<file path="src/rtl/pingpong_buffer_ctrl.sv">
// rtl/pingpong_buffer_ctrl.sv - ping-pong sequencing controller for two 32x8 single-clock RAM banks
module pingpong_buffer_ctrl #(
  parameter int DATA_W = 8,
  parameter int ADDR_W = 5
) (
  input  logic              clk,
  input  logic              resetn,
  input  logic              flush,
  input  logic              in_valid,
  input  logic [DATA_W-1:0] in_data,
  output logic              in_ready,
  output logic              out_valid,
  output logic [DATA_W-1:0] out_data,
  input  logic              out_ready,
  output logic              ram1_write_en,
  output logic              ram2_write_en,
  output logic [ADDR_W-1:0] ram1_write_address,
  output logic [ADDR_W-1:0] ram2_write_address,
  output logic [DATA_W-1:0] ram1_write_data,
  output logic [DATA_W-1:0] ram2_write_data,
  output logic              ram1_read_en,
  output logic              ram2_read_en,
  output logic [ADDR_W-1:0] ram1_read_address,
  output logic [ADDR_W-1:0] ram2_read_address,
  input  logic [DATA_W-1:0] ram1_read_data,
  input  logic [DATA_W-1:0] ram2_read_data,
  output logic              wr_bank,
  output logic              rd_bank,
  output logic              swap_pulse
);

  localparam logic [ADDR_W-1:0] LAST_ADDR = {ADDR_W{1'b1}};

  logic              r_wr_sel;
  logic              r_rd_sel;
  logic [ADDR_W-1:0] r_wr_addr;
  logic [ADDR_W-1:0] r_rd_addr;
  logic [1:0]        r_full;
  logic              r_out_valid;
  logic              r_data_bank;
  logic              r_swap_pulse;

  logic              w_wr;
  logic              w_rd;
  logic              w_wr_last;
  logic              w_rd_last;
  logic [1:0]        w_full_nxt;

  assign w_wr      = in_valid && !r_full[r_wr_sel];
  assign w_rd      = r_full[r_rd_sel] && (!r_out_valid || out_ready);
  assign w_wr_last = w_wr && (r_wr_addr == LAST_ADDR);
  assign w_rd_last = w_rd && (r_rd_addr == LAST_ADDR);

  // Writer and reader always sit in different banks when both complete, so set and clear never collide.
  always_comb begin
    w_full_nxt = r_full;
    if (w_wr_last) w_full_nxt[r_wr_sel] = 1'b1;
    if (w_rd_last) w_full_nxt[r_rd_sel] = 1'b0;
  end

  always_ff @(posedge clk or negedge resetn) begin
    if (!resetn) begin
      r_wr_sel     <= 1'b0;
      r_rd_sel     <= 1'b0;
      r_wr_addr    <= '0;
      r_rd_addr    <= '0;
      r_full       <= 2'b00;
      r_out_valid  <= 1'b0;
      r_data_bank  <= 1'b0;
      r_swap_pulse <= 1'b0;
    end else if (flush) begin
      r_wr_sel     <= 1'b0;
      r_rd_sel     <= 1'b0;
      r_wr_addr    <= '0;
      r_rd_addr    <= '0;
      r_full       <= 2'b00;
      r_out_valid  <= 1'b0;
      r_data_bank  <= 1'b0;
      r_swap_pulse <= 1'b0;
    end else begin
      r_full       <= w_full_nxt;
      r_swap_pulse <= w_wr_last || w_rd_last;
      if (w_wr) begin
        r_wr_addr <= w_wr_last ? '0 : r_wr_addr + 1'b1;
        if (w_wr_last) r_wr_sel <= !r_wr_sel;
      end
      if (w_rd) begin
        r_rd_addr   <= w_rd_last ? '0 : r_rd_addr + 1'b1;
        r_data_bank <= r_rd_sel;
        r_out_valid <= 1'b1;
        if (w_rd_last) r_rd_sel <= !r_rd_sel;
      end else if (out_ready) begin
        r_out_valid <= 1'b0;
      end
    end
  end

  assign in_ready           = !r_full[r_wr_sel];
  assign out_valid          = r_out_valid;
  assign out_data           = r_data_bank ? ram2_read_data : ram1_read_data;

  assign ram1_write_en      = w_wr && !r_wr_sel;
  assign ram2_write_en      = w_wr && r_wr_sel;
  assign ram1_write_address = r_wr_addr;
  assign ram2_write_address = r_wr_addr;
  assign ram1_write_data    = in_data;
  assign ram2_write_data    = in_data;

  assign ram1_read_en       = w_rd && !r_rd_sel;
  assign ram2_read_en       = w_rd && r_rd_sel;
  assign ram1_read_address  = r_rd_addr;
  assign ram2_read_address  = r_rd_addr;

  assign wr_bank            = r_wr_sel;
  assign rd_bank            = r_rd_sel;
  assign swap_pulse         = r_swap_pulse;

endmodule
</file>
<file path="config.mk">
export PLATFORM = sky130hd
export DESIGN_NAME = pingpong_buffer_ctrl
export DESIGN_NICKNAME = d
export VERILOG_FILES = /design/src/rtl/pingpong_buffer_ctrl.sv
export SDC_FILE = /design/constraint.sdc
export NUM_CORES = 1
export LEC_CHECK = 0
export CAP_MARGIN = 25
export CORE_ASPECT_RATIO = 0.7
export CORE_UTILIZATION = 30
export DETAILED_ROUTE_END_ITERATION = 12
export DONT_BUFFER_PORTS = 1
export PLACE_DENSITY_LB_ADDON = 0.12
export SLEW_MARGIN = 20
export SYNTH_ARGS = -nofsm -noshare
export SYNTH_HDL_FRONTEND = slang
export SYNTH_SLANG_ARGS = --single-unit
export TNS_END_PERCENT = 100
</file>
<file path="constraint.sdc">
create_clock -name clk -period 2.5 [get_ports clk]
set_input_delay 0.5 -clock clk [delete_from_list [all_inputs] [get_ports clk]]
set_output_delay 0.5 -clock clk [all_outputs]
set_load 0.1 [all_outputs]
</file>
==> metrics.md <==
| Metric | Value |
|---|---|
| Run status | finished clean |
| Number of post-CTS setup repair buffers | 0 |
| Total die area | 4310 µm² |
| Max Clock Skew | 0.877 ps |
| Area Overhead vs Synth | 6.39% |
| Ys async rst share | 100% |
| Post-cts repair resize count | 0 |
| Clock transition at the registers of the reported paths | approximately 60 ps |
| Setup TNS | 0 ps |
| Mapped cell area | roughly 1200 µm² |
| DR pass1 iterations | 4 |
| Vias | ~900 |
| Critical path peak fanout | 8 |
| Reg-to-reg endpoint | ram1_write_address[3] |
| Pin count of the biggest net entering global routing | 19 |
| Total GRT Usage | between 10% and 20% |
| Synthesis-stage register bit count | 17 |
| Nature of the critical path endpoint | output pin |
| Register area share after synthesis | 35.1% |
| CP bufs+invs | 1 |
| Core ar. | 3690 µm² |
| DRT iter0 DRCs | 43 |
| Worst path depth | 2 |
| Worst setup SP type | flop |
| Via density | ~5.3 |
| Worst-Margin Slew | 881 ps |
| CTS Buffer Depth | 2 |
| Initial antenna violation count | 0 |
| Worst r2r path cells | 5 |
| Most Crowded Layer GR | met2 |
| Setup violations, final | 0 |
| GR Util met2 | 20.5% |
| Maximum clock rate | 482 MHz |
| CTS root buf | clkbuf_8 |
| P_leak | 0.553 nW |
| H-tree depth | 1 |
| Syn Area/Cell | just over 9 µm² |
| Post-Route WL | 2.57 mm |
| Relative slew margins | between 40% and 50% |
| Layout Cells excl Fill | 171 |
| Vias in the first global route | approximately 880 |
| CTS buffer count | 3 |
| IO buf count | 0 |
| Area of the multi-input gates | 581 µm² |
| Worst Hold Class | input pin to flop |
| Fraction of layout cells with a size suffix above 1 | 42.1% |
| R2r startpoint | ram1_write_address[0] |
| Leading cell types in the layout, fill and taps excluded | buf_4, nand2_1, dfrtp_2 |
| Yosys synthesis warning count | 0 |
| Crit-path slowest cell | dfrtp_4 |
| First-pass GRT wire length | approximately 4.3 mm |
| Synth unique cells | 33 |
| Total grt overflow | 0 |
| Crit path DAT | 1570 ps |
| Nets | 155 |
| Number of I/O pins | 82 |
| CP cell instances | mux2i_4, buf_4 |
| Slew Viols, Final | 0 |
| Global placer's final weighted congestion | 0.748 |
| Reg2Reg Setup Slack | approximately 600 ps |
| Hold endpoint | ram1_read_address[4] |
| Syn_nets | 165 |
| Kind of critical path | flop to output pin |
| Endpoints failing hold | 0 |
| Total power | 640 µW |
| Most common cell after layout, fill and taps aside | buf_4 |
| RSZ-0062 raised after global routing | false |
| Placed insts | 166 |
| WL/cell | 15.0 µm |
| Fillers | 399 |
| Final worst-path cycle share | 83.0% |
| Antenna Nets Post-Route | 0 |
| Top FF cell, synth | dfrtp_1 |
| HPWL after DPL | 2.00 mm |
| DRC Markers | 0 |
| Max VDD drop | 0.000273 V |
| Syn Inst Count | 132 |
| Sinks on Clock Net | 17 |
| Ant. Diodes | 0 |
| Met1 Track Usage GR | 15.6% |
| Power Density | 496 nW/µm² |
| Max stage delay on crit path | 680 ps |
| CTS tree | done |
| Initial Utilization | roughly a third |
| Maxcap violations | 0 |
| Critical Path RT | roughly 2000 ps |
| Reg area | 442 µm² |
| Final min period | 2070 ps |
| Die height | 55.2 µm |
| Latest clock arrival within the worst-skew pair | between 200 and 250 ps |
| Final worst setup slack | 426 ps |
| Critical hold path startpoint | flush |
| Die Width | slightly below 80 µm |
| Largest delay share family, worst path | flip-flops |
| Place WS | approximately 600 ps |
| WHS Path Cells | 1 |
| Number of flops mapped to enable cells by yosys | 0 |
| Grt met3 use | under 10% |
| Row cnt | 18 |
| Post-CTS Hold Buffers | 1 |
==> flip-flops by register name (all words and copies together) (netlist names) <==
register and flops:
out_valid 1, r_data_bank 1, r_full 2, ram1_read_address 5
ram1_write_address 5, rd_bank 1, swap_pulse 1, wr_bank 1
==> routing by layer <==
| layer | part of all wire, % | routed length [µm] |
|---|---|---|
| met1 | 44 | 1130 |
| met2 | 45 | 1160 |
| met3 | 9.6 | 246 |
| met4 | 1.6 | 42 |
| met5 | 0 | 0 |
==> stage by stage <==
step,instance area (µm²),hold WS [ps],utilization (%)
2_1_floorplan,1240,204,-
3_3_place_gp,1240,205,33.5
3_5_place_dp,1240,205,33.5
4_1_cts,1290,292,35.0
5_1_grt,1290,286,35.0
6_report,1290,304,35.0
==> synth_stat cells, types with 3 or more instances <==
library cell,instances,area [µm²]
a21oi_1,9,45.0
inv_1,3,11.3
nor2_1,6,22.5
clkbuf_1,4,15.0
buf_4,27,203
a31oi_1,4,25.0
nand4b_1,3,26.3
nand2_1,11,41.3
ha_1,4,50.1
nand3_1,5,25.0
and3_1,3,18.8
dfrtp_1,17,425
mux2_2,9,101
==> layout make-up <==
| type | count | area share, % |
|---|---|---|
| inverter | 3 | 0.872 |
| tap | 50 | 4.84 |
| sequential | 17 | 34.2 |
| multi-input combinational | 79 | 45.0 |
| clock buffer | 4 | 3.49 |
| timing repair buffer | 18 | 11.6 |
==> worst register-to-register path, delay by kind of cell (launching register included) <==
family	cells	cell delay [ps]
AND/OR/NAND/NOR	2	740
adder cells (fa/ha/maj)	2	510
flip-flops	1	400
AO/OA/AOI/OAI	1	170
==> kinds of logic (layout without fill, tap and decap cells) <==
group           Yosys count  after routing  synth area share, %
simple gates             44             44                 20.2
fa+ha+maj                 4              4                 4.12
mux                      10             10                 9.48
compound gates           20             20                 10.7
buf+inv                  36             25                 19.7
xor+xnor                  1              1                0.722
flops                    17             17                 35.1
==> power by group <==
group	switching (mW)	internal, mW
sequential	0.00250	0.280
combinational	0.137	0.0198
clock	0.0876	0.113
total	0.227	0.412
==> worst max-delay path by stage <==
stage,to,from,slack (ps)
2_1_floorplan,wr_bank,ram1_write_address[0],100
3_3_place_gp,ram1_write_address[3],ram1_write_address[0],620
3_5_place_dp,ram1_write_address[3],ram1_write_address[0],610
4_1_cts,in_ready,wr_bank,420
5_1_grt,in_ready,wr_bank,370
6_report,in_ready,wr_bank,430
Note: power is estimated with default switching activity, not from simulation.
